<file path="config.mk">
export PLATFORM = sky130hd
export DESIGN_NAME = ncl_seg_capture
export DESIGN_NICKNAME = d
export VERILOG_FILES = /design/src/rtl/ncl_seg_capture.sv
export SDC_FILE = /design/constraint.sdc
export NUM_CORES = 1
export LEC_CHECK = 0
export CAP_MARGIN = 20
export CORE_ASPECT_RATIO = 0.8
export CORE_MARGIN = 1
export CORE_UTILIZATION = 57
export CTS_BUF_LIST = sky130_fd_sc_hd__clkbuf_4
export DETAILED_ROUTE_END_ITERATION = 10
export PLACE_DENSITY = 0.81
export SLEW_MARGIN = 20
export SYNTH_ARGS = -nofsm -noshare
export SYNTH_HDL_FRONTEND = slang
export SYNTH_SLANG_ARGS = --single-unit
export TNS_END_PERCENT = 20
</file>
<file path="constraint.sdc">
create_clock -name clk -period 3.2 [get_ports clk]
set_clock_uncertainty 0.1 [all_clocks]
set_input_delay 0.32 -clock clk [delete_from_list [all_inputs] [get_ports clk]]
set_output_delay 0.32 -clock clk [all_outputs]
set_load 0.01 [all_outputs]
</file>
<file path="src/rtl/ncl_seg_capture.sv">
// ncl_seg_capture: clocked sink for a dual-rail NCL 7-segment wavefront.
// Synchronizes seg_t/seg_f, waits for a stable complete DATA or NULL
// wavefront, latches DATA as single-rail seg_out and drives the NCL ack.
//
// Handshake (four-phase NCL): ko=1 requests DATA from upstream and ko=0
// requests NULL. ko toggles only when the requested wavefront has been seen
// complete and stable. seg_valid is a one-cycle pulse with no back-pressure:
// seg_out is meaningful on, and holds after, every cycle seg_valid is high.
module ncl_seg_capture #(
  parameter int SYNC_STAGES   = 2,
  parameter int STABLE_CYCLES = 2,
  parameter int TIMEOUT       = 1024,
  parameter int CNT_W         = 8
) (
  input  logic             clk,
  input  logic             rst_n,
  input  logic [6:0]       seg_t,
  input  logic [6:0]       seg_f,
  output logic             ko,
  output logic [6:0]       seg_out,
  output logic             seg_valid,
  output logic [CNT_W-1:0] wave_count,
  output logic             err_illegal,
  output logic             err_timeout,
  output logic             dbg_state
);

  localparam int RUN_W = $clog2(STABLE_CYCLES + 1);
  localparam int TMO_W = $clog2(TIMEOUT + 1);

  typedef enum logic {
    WAIT_NULL = 1'b0,
    WAIT_DATA = 1'b1
  } state_e;

  // Synchronizer chains, one flop column per stage.
  logic [SYNC_STAGES-1:0][6:0] st_sync_q;
  logic [SYNC_STAGES-1:0][6:0] sf_sync_q;
  // Fill marker: the chains are not trusted until refilled after reset.
  logic [SYNC_STAGES-1:0]      fill_q;

  logic [6:0]       st;
  logic [6:0]       sf;
  logic             sync_ok;
  logic [6:0]       prev_st_q;
  logic [6:0]       prev_sf_q;

  state_e           state_q, state_d;
  logic             ko_q, ko_d;
  logic [6:0]       seg_out_q, seg_out_d;
  logic             seg_valid_q, seg_valid_d;
  logic [CNT_W-1:0] wave_q, wave_d;
  logic             err_ill_q, err_ill_d;
  logic             err_tmo_q, err_tmo_d;
  logic [RUN_W-1:0] run_q, run_d;
  logic [TMO_W-1:0] tmo_q, tmo_d;

  logic [6:0] bit_data;
  logic [6:0] bit_null;
  logic [6:0] bit_ill;
  logic       complete_data;
  logic       complete_null;
  logic       any_ill;
  logic       match;
  logic       cond;
  logic       accept;

  // Shift both rails through the synchronizer and track chain fill.
  always_ff @(posedge clk or negedge rst_n) begin
    if (!rst_n) begin
      st_sync_q <= '0;
      sf_sync_q <= '0;
      fill_q    <= '0;
      prev_st_q <= '0;
      prev_sf_q <= '0;
    end else begin
      st_sync_q <= {st_sync_q[SYNC_STAGES-2:0], seg_t};
      sf_sync_q <= {sf_sync_q[SYNC_STAGES-2:0], seg_f};
      fill_q    <= {fill_q[SYNC_STAGES-2:0], 1'b1};
      prev_st_q <= st;
      prev_sf_q <= sf;
    end
  end

  assign st      = st_sync_q[SYNC_STAGES-1];
  assign sf      = sf_sync_q[SYNC_STAGES-1];
  assign sync_ok = fill_q[SYNC_STAGES-1];

  // Per-bit classification of the synchronized rails.
  always_comb begin
    bit_data      = st ^ sf;
    bit_null      = ~(st | sf);
    bit_ill       = st & sf;
    complete_data = sync_ok && (&bit_data);
    complete_null = sync_ok && (&bit_null);
    any_ill       = sync_ok && (|bit_ill);
    match         = (st == prev_st_q) && (sf == prev_sf_q);
  end

  // Next-state logic: stability run, acceptance, counters and sticky errors.
  always_comb begin
    state_d     = state_q;
    ko_d        = ko_q;
    seg_out_d   = seg_out_q;
    seg_valid_d = 1'b0;
    wave_d      = wave_q;
    err_ill_d   = err_ill_q | any_ill;
    err_tmo_d   = err_tmo_q | (tmo_q == TMO_W'(TIMEOUT - 1));
    run_d       = '0;
    accept      = 1'b0;
    cond        = (state_q == WAIT_DATA) ? complete_data : complete_null;

    // run_q counts cycles the current complete value has already been seen.
    // A new complete value starts the run at 1; an illegal bit or a partial
    // wavefront clears it.
    if (!any_ill && cond) begin
      accept = (run_q == RUN_W'(STABLE_CYCLES - 1)) && ((run_q == '0) || match);
      run_d  = match ? run_q + RUN_W'(1) : RUN_W'(1);
    end

    if (accept) begin
      run_d = '0;
      case (state_q)
        WAIT_DATA: begin
          seg_out_d   = st;
          seg_valid_d = 1'b1;
          wave_d      = wave_q + CNT_W'(1);
          ko_d        = 1'b0;
          state_d     = WAIT_NULL;
        end
        default: begin
          ko_d    = 1'b1;
          state_d = WAIT_DATA;
        end
      endcase
    end

    // Cycles since state entry, saturating at TIMEOUT.
    if (accept) begin
      tmo_d = '0;
    end else if (tmo_q == TMO_W'(TIMEOUT)) begin
      tmo_d = tmo_q;
    end else begin
      tmo_d = tmo_q + TMO_W'(1);
    end
  end

  // FSM and output registers.
  always_ff @(posedge clk or negedge rst_n) begin
    if (!rst_n) begin
      state_q     <= WAIT_NULL;
      ko_q        <= 1'b0;
      seg_out_q   <= '0;
      seg_valid_q <= 1'b0;
      wave_q      <= '0;
      err_ill_q   <= 1'b0;
      err_tmo_q   <= 1'b0;
      run_q       <= '0;
      tmo_q       <= '0;
    end else begin
      state_q     <= state_d;
      ko_q        <= ko_d;
      seg_out_q   <= seg_out_d;
      seg_valid_q <= seg_valid_d;
      wave_q      <= wave_d;
      err_ill_q   <= err_ill_d;
      err_tmo_q   <= err_tmo_d;
      run_q       <= run_d;
      tmo_q       <= tmo_d;
    end
  end

  assign ko          = ko_q;
  assign seg_out     = seg_out_q;
  assign seg_valid   = seg_valid_q;
  assign wave_count  = wave_q;
  assign err_illegal = err_ill_q;
  assign err_timeout = err_tmo_q;
  assign dbg_state   = state_q;

endmodule

</file>
==> results of run 1 <==
state kept, by name, indices dropped and copies added, names as in the netlist:
name and count:
tmo_q 11, seg_valid 1, st_sync_q 7, fill_q 2, st 7, sf 7
run_q 2, ko 1, prev_sf_q 7, wave_count 8, sf_sync_q 7, err_timeout 1
err_illegal 1, prev_st_q 7, seg_out 7
cell families after synthesis:
| logic type | Yosys count |
|---|---|
| mux | 8 |
| fa+ha+maj | 19 |
| flops | 76 |
| buf+inv | 24 |
| xor+xnor | 31 |
| other cells | 1 |
| compound gates | 18 |
| simple gates | 51 |
layer usage:
metal	global-route usage	vias to the layer above	routed length (µm)
li1	-	862	-
met1	0.266	882	2440
met2	0.351	30	2390
met3	0.0807	5	196
met4	0.0517	0	42
met5	0	-	0
layout make-up:
class,count,area (µm²),share of cell area
clock buffers,9,67.6,0.0188
repair buffers,39,378,0.105
well taps,62,77.6,0.0216
inverters,19,71.3,0.0198
clock inverters,7,43.8,0.0122
multi-input cells,128,1060,0.294
flip-flops and latches,76,1900,0.529
power by group:
| group | leakage, nW | total, mW | switching [mW] | internal, mW |
|---|---|---|---|---|
| Clock | 0.0647 | 0.474 | 0.319 | 0.156 |
| Combinational | 0.639 | 0.0770 | 0.0391 | 0.0379 |
| Sequential | 0.940 | 1.01 | 0.0208 | 0.988 |
stage by stage:
stage                     hold WS [ns]  setup WS (ns)
after floorplan                -0.0756          0.925
after global placement           0.232          0.768
after detailed placement         0.235          0.663
after CTS                        0.207          0.642
after global routing             0.192          0.526
final                            0.227          0.640
worst min path at each step:
stage / startpoint / end / cells after the start
2_1_floorplan: rst_n / err_illegal / 0
3_3_place_gp: st_sync_q[6] / st[6] / 0
3_5_place_dp: sf_sync_q[1] / sf[1] / 0
4_1_cts: seg_f[5] / sf_sync_q[5] / 1
5_1_grt: seg_f[1] / sf_sync_q[1] / 1
6_report: seg_f[3] / sf_sync_q[3] / 1
cell usage in the layout, fill, tap and decap left out, types with 4 or more instances in the layout:
master / Yosys / routed
a21oi_1: 4 / 4
and3_1: 7 / 7
and4_1: 4 / 4
clkbuf_4: 0 / 9
clkdlybuf4s50_1: 0 / 34
dfrtp_1: 76 / 76
ha_1: 19 / 19
inv_1: 19 / 19
mux2_2: 8 / 8
nand3_1: 8 / 8
nand4_1: 7 / 7
nor2_1: 11 / 11
o211ai_1: 4 / 4
xnor2_1: 24 / 24
xor2_1: 7 / 7
critical path, delay by kind of cell, from the launching register on:
kind / cells / cell delay (ns)
compound gates: 2 / 0.67
fa+ha+maj: 1 / 0.21
flops: 1 / 0.46
mux: 1 / 0.33
simple gates: 2 / 0.69
==> out/metrics.json, run 1 <==
{
  "detailed_routing": {
    "detail_route.iter0.violations": 58,
    "detail_route.vias_per_cell": 5.23,
    "route.detailed.wl_per_inst_um": 14.9,
    "totalWireLength_mm": 5.07,
    "route.vias.total": 1779,
    "final_antenna_net_count": 0,
    "post-route-drc-count": 8,
    "first_pass_iters": 7
  },
  "grt": {
    "first_global_vias": 1826,
    "initial_antenna_violation_count": 0,
    "grt.total_usage": 0.211,
    "grt_overflow_total": 0,
    "grt_pass1_wl_mm": 8.69,
    "pin_count_of_the_biggest_net_entering_global_routing": 33
  },
  "place": {
    "dp_cells": 323,
    "post-dp-hpwl_mm": 3.67,
    "dpl_cell_area_mm2": 0.00348,
    "place_congestion": 0.813,
    "buffer_ports.inserted": 35
  },
  "pwr": {
    "power.static_leakage_nw": 1.64,
    "peak_supply_drop_v": 0.000342,
    "power.density_cell_area_mw_per_mm2": 434,
    "fin_total_pwr_mw": 1.56
  },
  "synthesis": {
    "synth.cell_area_mm2": 0.00306,
    "post-synth-top-area-cell": "dfrtp_1",
    "synth-main-ff-cell": "dfrtp_1",
    "share_of_the_synthesized_area_in_compound_gates_ao_oa_aoi_oai": 0.0495,
    "synth.area.top_cells": "dfrtp_1 (62%), ha_1 (7.8%), xnor2_1 (6.9%)",
    "synth_edf_count": 0,
    "synth.top_cell.area_share": 0.622,
    "synth_async_sr_flop_share": 1.00,
    "post_synthesis_net_count": 263,
    "synth-simple-area-share": 0.0970,
    "post-synth-top-count-cell": "dfrtp_1",
    "list_of_most_frequent_post_synthesis_cells": "dfrtp_1 (76), xnor2_1 (24), ha_1 (19), inv_1 (19), nor2_1 (11)",
    "synth_seq_area_share": 0.622,
    "synth_seq_cells": 76,
    "largest_family_of_logic_cells_by_synthesized_area": "simple AND/OR/NAND/NOR gates",
    "synthesis.area_per_instance_um2": 13.4,
    "synth_adder_area_share": 0.0778,
    "syn_inst": 228,
    "yosys-mux-area-fraction": 0.0295,
    "synth.lib_cells_used.distinct": 35,
    "ys.warnings.count": 0,
    "yosys.area_share.xor_xnor": 0.0888
  },
  "timing": {
    "timing_max_transition_violations_final": 0,
    "fin_setup_tns_ns": 0,
    "fin_crit_ns": 2.56,
    "final.period_utilization": 0.800,
    "fmaxAchievable_ghz": 0.391,
    "final-setup-viol-count": 0,
    "worst_pin_slew_ns": 0.700,
    "worst_slew_margin_rel": 0.533,
    "finalHoldViolCount": 0,
    "rsz0062_at_grt": "false"
  },
  "clock_network": {
    "cts_htree_levels": 3,
    "post_cts.resized_instances": 0,
    "clock-root-buffer": "clkbuf_4",
    "clkTransAtPathRegs_ns": 0.11,
    "clock_tree.buffer_depth": 2,
    "cts_sinks": 76,
    "cts_inserted_buffers": 9,
    "worst_skew_pair.late_latency_ns": 0.42,
    "tritoncts": "done",
    "post-cts-setup-buffer-count": 0,
    "cts_hold_buf": 1
  },
  "setup_path": {
    "cp_data_arrival_time_ns": 2.76,
    "maximum_fanout_count_along_the_critical_path": 9,
    "reg2reg_slack_ns": 0.64,
    "crit_type": "reg2reg",
    "worst_path_max_delay_cell": "dfrtp_1",
    "worstSetupEndpoint": "seg_out[1]",
    "endpoint_kind": "flip-flop",
    "worst-endpoint-required_ns": 3.40,
    "cp-startpoint": "sf[2]",
    "crit_path_cell_trace": "ha_1, nor4_1, nand3_1, a211oi_4, o211ai_4, mux2_2",
    "worstReg2RegStart": "sf[2]",
    "critical-path-max-stage-delay_ns": 0.46,
    "critical_path.startpoint_type": "flip-flop",
    "worstRegToRegCells": 6,
    "rr_endpoint": "seg_out[1]"
  },
  "die": {
    "die_area_mm2": 0.00566,
    "overall_die_width_um": 83.9,
    "io-pin-count": 36,
    "die_h_um": 67.5,
    "floorplan.rows": 23,
    "initial_utilization": 0.600,
    "coreArea_mm2": 0.00509
  },
  "finish": {
    "area_delta_synth_final_pct": 17.7,
    "insertedDiodeCount": 0,
    "post_layout_nonfiller_instances": 340,
    "post-route-util": 0.706,
    "fillCellCount": 377,
    "layout-drive-gt1-share": 0.115,
    "post_route_cell_area_mm2": 0.00360,
    "nNetsFinal": 308
  },
  "flow_run": {
    "cap_viol_max_count": 0
  },
  "status": {
    "violations_in_the_final_reports": "DRC",
    "status": "finished, violations left"
  },
  "hold_path": {
    "worst_min_path_class": "in2reg"
  }
}
Note: power is estimated with default switching activity, not from simulation.
==> inputs of run 2 (changes only) <==
Settings changed: CORE_UTILIZATION 57 to 52, PLACE_DENSITY 0.81 to 0.78.
Clock period 3.2 ns to 2.05 ns, I/O delays scaled along.
==> out/metrics.json, run 2 (synthesized netlist as in run 1, its figures left out) <==
{
  "detailed_routing": {
    "route.vias.total": {"value": 1905, "change": "+7.1%"},
    "detail_route.iter0.violations": {"value": 65, "change": "+12%"},
    "detail_route.vias_per_cell": {"value": 5.03, "change": "-3.9%"},
    "first_pass_iters": {"value": 4, "change": "-3"},
    "post-route-drc-count": {"value": 0, "change": "-8"},
    "totalWireLength": {"value": 5.38, "unit": "mm", "change": "+6.2%"},
    "final_antenna_net_count": {"value": 0, "change": "unchanged"},
    "route.detailed.wl_per_inst": {"value": 14.2, "unit": "µm", "change": "-4.7%"}
  },
  "status": {
    "violations_in_the_final_reports": "setup timing",
    "status": "finished, violations left"
  },
  "timing": {
    "finalWorstSetupSlack": {"value": -0.238, "unit": "ns", "change": "-0.878 ns"},
    "timing_max_transition_violations_final": {"value": 0, "change": "unchanged"},
    "final-setup-viol-count": {"value": 27, "change": "+27"},
    "finalHoldViolCount": {"value": 0, "change": "unchanged"},
    "fmaxAchievable": {"value": 0.437, "unit": "GHz", "change": "+12%"},
    "fin_setup_tns": {"value": -3.85, "unit": "ns", "change": "-3.85 ns"},
    "fin_crit": {"value": 2.29, "unit": "ns", "change": "-0.272 ns"},
    "final.period_utilization": {"value": 1.12, "change": "+0.316"},
    "rsz0062_at_grt": "true"
  },
  "grt": {
    "first_global_vias": {"value": 1946, "change": "+6.6%"},
    "pin_count_of_the_biggest_net_entering_global_routing": {"value": 40, "change": "+21%"},
    "grt_overflow_total": {"value": 0, "change": "unchanged"},
    "grt_pass1_wl": {"value": 9.01, "unit": "mm", "change": "+3.7%"},
    "grt.total_usage": {"value": 0.202, "change": "-0.00902"},
    "initial_antenna_violation_count": {"value": 0, "change": "unchanged"}
  },
  "setup_path": {
    "endpoint_kind": "flip-flop",
    "worstReg2RegStart": "sf[1]",
    "worst-endpoint-required": {"value": 2.26, "unit": "ns", "change": "-1.14 ns"},
    "cp_data_arrival_time": {"value": 2.49, "unit": "ns", "change": "-0.27 ns"},
    "maximum_fanout_count_along_the_critical_path": {"value": 9, "change": "unchanged"},
    "crit_type": "reg2reg",
    "worstRegToRegCells": {"value": 7, "change": "+1"},
    "critical_path.startpoint_type": "flip-flop",
    "reg2reg_slack": {"value": -0.24, "unit": "ns", "change": "-0.88 ns"},
    "rr_endpoint": "seg_out[6]"
  },
  "clock_network": {
    "clock-root-buffer": "clkbuf_4",
    "clkTransAtPathRegs": {"value": 0.11, "unit": "ns", "change": "about the same"},
    "cts_inserted_buffers": {"value": 9, "change": "unchanged"},
    "post-cts-setup-buffer-count": {"value": 0, "change": "unchanged"},
    "cts_sinks": {"value": 76, "change": "unchanged"},
    "worst_skew_pair.late_latency": {"value": 0.42, "unit": "ns", "change": "about the same"},
    "cts_htree_levels": {"value": 3, "change": "unchanged"},
    "clock_tree.buffer_depth": {"value": 2, "change": "unchanged"},
    "tritoncts": "done"
  },
  "hold_path": {
    "worst_hold_startpoint": "seg_f[6]",
    "worst_min_path_class": "in2reg",
    "min_delay_path_depth": {"value": 1, "change": "unchanged"},
    "hold-path-endpoint": "sf_sync_q[6]"
  },
  "finish": {
    "fillCellCount": {"value": 399, "change": "+5.8%"},
    "insertedDiodeCount": {"value": 0, "change": "unchanged"},
    "area_delta_synth_final_pct": 27.5,
    "mostFrequentLayoutCell": "dfrtp_1",
    "multi_input_gate_area": {"value": 0.00108, "unit": "mm²", "change": "+2.6%"},
    "layout.area.seq": {"value": 0.00190, "unit": "mm²", "change": "unchanged"},
    "largest_register_ffs": {"value": 11, "change": "unchanged"},
    "nNetsFinal": {"value": 332, "change": "+7.8%"},
    "top_reg_by_flops": "tmo_q",
    "layout_common_cells": "dfrtp_1 (76), clkdlybuf4s50_1 (34), buf_4 (26), xnor2_1 (24)",
    "layout-drive-gt1-share": {"value": 0.199, "change": "+0.0842"}
  },
  "pwr": {
    "power.density_cell_area": {"value": 696, "unit": "mW/mm²", "change": "+60%"},
    "power.static_leakage": {"value": 1.78, "unit": "nW", "change": "+8.6%"},
    "peak_supply_drop": {"value": 0.000462, "unit": "V", "change": "+35%"}
  },
  "flow_run": {
    "cap_viol_max_count": {"value": 0, "change": "unchanged"}
  },
  "die": {
    "initial_utilization": {"value": 0.550, "change": "-0.0499"},
    "io-pin-count": {"value": 36, "change": "unchanged"},
    "floorplan.rows": {"value": 24, "change": "+4.3%"},
    "overall_die_width": {"value": 87.7, "unit": "µm", "change": "+4.6%"},
    "die_area": {"value": 0.00619, "unit": "mm²", "change": "+9.3%"},
    "coreArea": {"value": 0.00556, "unit": "mm²", "change": "+9.1%"},
    "die_h": {"value": 70.6, "unit": "µm", "change": "+4.6%"}
  },
  "place": {
    "post-dp-hpwl": {"value": 3.88, "unit": "mm", "change": "+5.6%"},
    "place_congestion": {"value": 0.836, "change": "+2.9%"},
    "pre_cts_ws": {"value": -0.214, "unit": "ns", "change": "-0.876 ns"},
    "buffer_ports.inserted": {"value": 35, "change": "unchanged"}
  }
}
-- run 2: cell types whose count changed in the layout (fill, tap and decap cells not counted), moves of 2 or more --
| cell | delta |
|---|---|
| a21oi_1 | -2 |
| buf_12 | +2 |
| buf_4 | +23 |
| bufinv_16 | +2 |
| clkinv_2 | -2 |
| clkinv_4 | -2 |
-- run 2: report_power, final --
group          switching, mW  internal (mW)  leakage (nW)
Sequential            0.0252           1.54         0.940
Combinational         0.0783         0.0846         0.765
Clock                  0.491          0.490        0.0800
Total                  0.595           2.12          1.78
-- run 2: repair_timing --
| item | 4_1_cts | 5_1_grt |
|---|---|---|
| gates resized for setup | 3 | 1 |
| hold buffers | 1 | 0 |
| setup endpoints to repair | 30 | 30 |
| hold endpoints to repair | 37 | 0 |
| pin swaps | 1 | 2 |
-- run 2: worst max-delay path by stage --
stage	from	endpoint
after detailed placement	st[0]	wave_count[4]
after global placement	st[0]	seg_out[0]
after floorplan	st[0]	seg_out[0]
final	sf[1]	seg_out[6]
after CTS	st[4]	seg_out[6]
after global routing	st[4]	seg_out[6]
-- run 2: area by class of cell --
class / instances / share of cell area
clock inverter: 6 / 0.0228
clock buffer: 9 / 0.0173
tap: 78 / 0.0250
multi-input combinational: 128 / 0.278
inverter: 19 / 0.0183
timing repair buffer: 63 / 0.150
sequential: 76 / 0.488
-- run 2: critical path, cell delays in order (launching register included) --
cell	delay [ns]
dfrtp_1	0.42
inv_1	0.10
ha_1	0.15
nand4_1	0.09
or4b_4	0.51
a211oi_4	0.27
o211ai_4	0.21
mux2_2	0.33
-- run 2: stage by stage --
step	area, µm²	std cells	power (mW)	hold slack [ns]	utilization
global placement	3710	363	1.75	0.0902	0.668
detailed placement	3710	363	1.76	0.0910	0.668
finish	3900	379	2.71	0.112	0.702
global route	3900	379	2.83	0.0728	0.702
CTS	3890	379	2.75	0.0797	0.700
floorplan	3060	228	1.64	-0.191	-
-- run 2: per-layer routing --
layer	part of all wire	wire length [µm]	up-vias	global-route usage
met1	0.48	2600	943	0.265
met2	0.46	2470	37	0.304
met4	0.022	121	0	0.0984
met3	0.036	192	15	0.0688
li1	-	-	910	-
met5	0	0	-	0
==> inputs of run 3 (changes only) <==
Settings changed: CAP_MARGIN 20 to not set, CORE_UTILIZATION 52 to 57, PLACE_DENSITY 0.78 to 0.81.
Clock period 2.05 ns to 2.25 ns, I/O delays scaled along.
==> out/metrics.json, run 3 (synthesized netlist as in run 1, its figures left out) <==
{
  "timing": {
    "holdWs": {"value": 0.134, "unit": "ns", "change": "+0.0218 ns"},
    "fmaxAchievable": {"value": 0.436, "unit": "GHz", "change": "-0.33%"},
    "timing_max_transition_violations_final": {"value": 0, "change": "unchanged"},
    "final-setup-viol-count": {"value": 9, "change": "-67%"},
    "fin_crit": {"value": 2.30, "unit": "ns", "change": "+0.00766 ns"},
    "rsz0062_at_grt": "true",
    "final.period_utilization": {"value": 1.02, "change": "-0.0958"},
    "fin_setup_tns": {"value": -0.306, "unit": "ns", "change": "+3.55 ns"},
    "finalHoldViolCount": {"value": 0, "change": "unchanged"},
    "finalWorstSetupSlack": {"value": -0.0455, "unit": "ns", "change": "+0.192 ns"}
  },
  "finish": {
    "area_delta_synth_final_pct": 24.3,
    "largest_register_ffs": {"value": 11, "change": "unchanged"},
    "post-route-util": {"value": 0.746, "change": "+0.0444"},
    "fillCellCount": {"value": 359, "change": "-10%"},
    "insertedDiodeCount": {"value": 0, "change": "unchanged"},
    "top_reg_by_flops": "tmo_q",
    "layout-drive-gt1-share": {"value": 0.182, "change": "-0.0169"},
    "layout_common_cells": "dfrtp_1 (76), clkdlybuf4s50_1 (34), xnor2_1 (24), buf_4 (20)",
    "multi_input_gate_area": {"value": 0.00107, "unit": "mm²", "change": "-1.5%"},
    "layout.area.seq": {"value": 0.00190, "unit": "mm²", "change": "unchanged"},
    "mostFrequentLayoutCell": "dfrtp_1",
    "nNetsFinal": {"value": 326, "change": "-1.8%"}
  },
  "setup_path": {
    "reg2reg_slack": {"value": -0.05, "unit": "ns", "change": "+0.19 ns"},
    "critical_path.startpoint_type": "flip-flop",
    "worst-path-stages": {"value": 7, "change": "unchanged"},
    "worstReg2RegStart": "st[0]",
    "maximum_fanout_count_along_the_critical_path": {"value": 9, "change": "unchanged"},
    "endpoint_kind": "flip-flop",
    "worstRegToRegCells": {"value": 7, "change": "unchanged"},
    "kind_of_cell_adding_the_most_delay_to_the_critical_path": "simple AND/OR/NAND/NOR gates",
    "cp-startpoint": "st[0]",
    "rr_endpoint": "seg_out[0]",
    "worst_path_max_delay_cell": "or4b_4",
    "worst-endpoint-required": {"value": 2.45, "unit": "ns", "change": "+0.19 ns"},
    "buf_inv_on_cp": {"value": 1, "change": "unchanged"},
    "crit_path_cell_trace": "inv_1, ha_1, nand4_1, or4b_4, a211oi_4, o211ai_4, mux2_2",
    "critical-path-max-stage-delay": {"value": 0.52, "unit": "ns", "change": "about the same"},
    "worstSetupEndpoint": "seg_out[0]",
    "crit_type": "reg2reg",
    "cp_data_arrival_time": {"value": 2.49, "unit": "ns", "change": "about the same"}
  },
  "pwr": {
    "power.static_leakage": {"value": 1.75, "unit": "nW", "change": "-1.7%"},
    "power.density_cell_area": {"value": 624, "unit": "mW/mm²", "change": "-10%"},
    "peak_supply_drop": {"value": 0.000526, "unit": "V", "change": "+14%"},
    "fin_total_pwr": {"value": 2.37, "unit": "mW", "change": "-12%"}
  },
  "grt": {
    "grt_overflow_total": {"value": 0, "change": "unchanged"},
    "met2_usage": {"value": 0.322, "change": "+0.0177"},
    "first_global_vias": {"value": 1903, "change": "-2.2%"},
    "initial_antenna_violation_count": {"value": 0, "change": "unchanged"},
    "grt_pass1_wl": {"value": 8.89, "unit": "mm", "change": "-1.4%"},
    "grt.busiest_layer": "met2",
    "grt.total_usage": {"value": 0.216, "change": "+0.0134"},
    "gr-usage-met1": {"value": 0.299, "change": "+0.0341"},
    "use_met3": {"value": 0.0660, "change": "-0.00283"},
    "pin_count_of_the_biggest_net_entering_global_routing": {"value": 77, "change": "+93%"}
  },
  "place": {
    "place_congestion": {"value": 0.812, "change": "-2.9%"},
    "post-dp-hpwl": {"value": 3.65, "unit": "mm", "change": "-5.8%"},
    "pre_cts_ws": {"value": -0.0585, "unit": "ns", "change": "+0.155 ns"},
    "buffer_ports.inserted": {"value": 35, "change": "unchanged"}
  },
  "detailed_routing": {
    "final_antenna_net_count": {"value": 0, "change": "unchanged"},
    "route.vias.total": {"value": 1892, "change": "-0.68%"},
    "first_pass_iters": {"value": 7, "change": "+3"},
    "totalWireLength": {"value": 5.11, "unit": "mm", "change": "-5.1%"},
    "route.detailed.wl_per_inst": {"value": 14.3, "unit": "µm", "change": "+0.47%"},
    "detail_route.vias_per_cell": {"value": 5.28, "change": "+5.1%"},
    "post-route-drc-count": {"value": 9, "change": "+9"},
    "detail_route.iter0.violations": {"value": 62, "change": "-4.6%"}
  },
  "die": {
    "die_area": {"value": 0.00566, "unit": "mm²", "change": "-8.5%"},
    "floorplan.rows": {"value": 23, "change": "-4.2%"},
    "initial_utilization": {"value": 0.600, "change": "+0.0499"},
    "die_h": {"value": 67.5, "unit": "µm", "change": "-4.4%"},
    "overall_die_width": {"value": 83.9, "unit": "µm", "change": "-4.4%"},
    "io-pin-count": {"value": 36, "change": "unchanged"},
    "coreArea": {"value": 0.00509, "unit": "mm²", "change": "-8.3%"}
  },
  "status": {
    "status": "finished, violations left",
    "violations_in_the_final_reports": "DRC, setup timing"
  },
  "clock_network": {
    "cts_sinks": {"value": 76, "change": "unchanged"},
    "clkTransAtPathRegs": {"value": 0.12, "unit": "ns", "change": "about the same"},
    "tritoncts": "done",
    "cts_htree_levels": {"value": 3, "change": "unchanged"},
    "clock_tree.buffer_depth": {"value": 2, "change": "unchanged"},
    "clock-root-buffer": "clkbuf_4",
    "cts_inserted_buffers": {"value": 9, "change": "unchanged"},
    "worst_skew_pair.late_latency": {"value": 0.41, "unit": "ns", "change": "about the same"}
  },
  "flow_run": {
    "cap_viol_max_count": {"value": 0, "change": "unchanged"}
  },
  "hold_path": {
    "worst_min_path_class": "in2reg"
  }
}
==> run 3: report_power, final <==
group / switching, mW / leakage, nW / internal, mW
logic: 0.0682 / 0.738 / 0.0733
registers: 0.0229 / 0.940 / 1.40
clock network: 0.452 / 0.0763 / 0.351
total: 0.543 / 1.75 / 1.83
==> run 3: metal layers <==
| layer | vias to the layer above | part of all wire |
|---|---|---|
| met5 | - | 0 |
| met2 | 41 | 0.45 |
| li1 | 896 | - |
| met3 | 9 | 0.041 |
| met4 | 0 | 0.017 |
| met1 | 946 | 0.49 |
==> run 3: through the flow <==
step | instance area (µm²) | std cells
after floorplan | 3060 | 228
after global placement | 3640 | 340
after detailed placement | 3640 | 340
after CTS | 3790 | 357
after global routing | 3800 | 358
final | 3800 | 358
==> run 3: timing repair <==
action | CTS | global route
endpoints found under the hold margin | 76 | 0
endpoints found under the setup margin | 9 | 16
hold buffers | 1 | 0
pin swaps | 1 | 0
gates resized for setup | 0 | 1
setup buffers | 0 | 1
==> run 3: how the worst min path moves through the flow <==
stage | slack, ns | to | cells past startpoint | start
2_1_floorplan | -0.17 | err_illegal | 0 | rst_n
3_3_place_gp | 0.17 | st[0] | 2 | rst_n
3_5_place_dp | 0.17 | prev_st_q[0] | 2 | rst_n
4_1_cts | 0.11 | st_sync_q[4] | 1 | seg_t[4]
5_1_grt | 0.09 | st_sync_q[5] | 1 | seg_t[5]
6_report | 0.13 | st_sync_q[4] | 1 | seg_t[4]
==> run 3: area by class of cell <==
cell class | instances | share of cell area
sequential | 76 | 0.500
multi-input combinational | 128 | 0.281
timing repair buffer | 57 | 0.142
tap | 62 | 0.0204
clock buffer | 10 | 0.0198
inverter | 19 | 0.0188
clock inverter | 6 | 0.0171
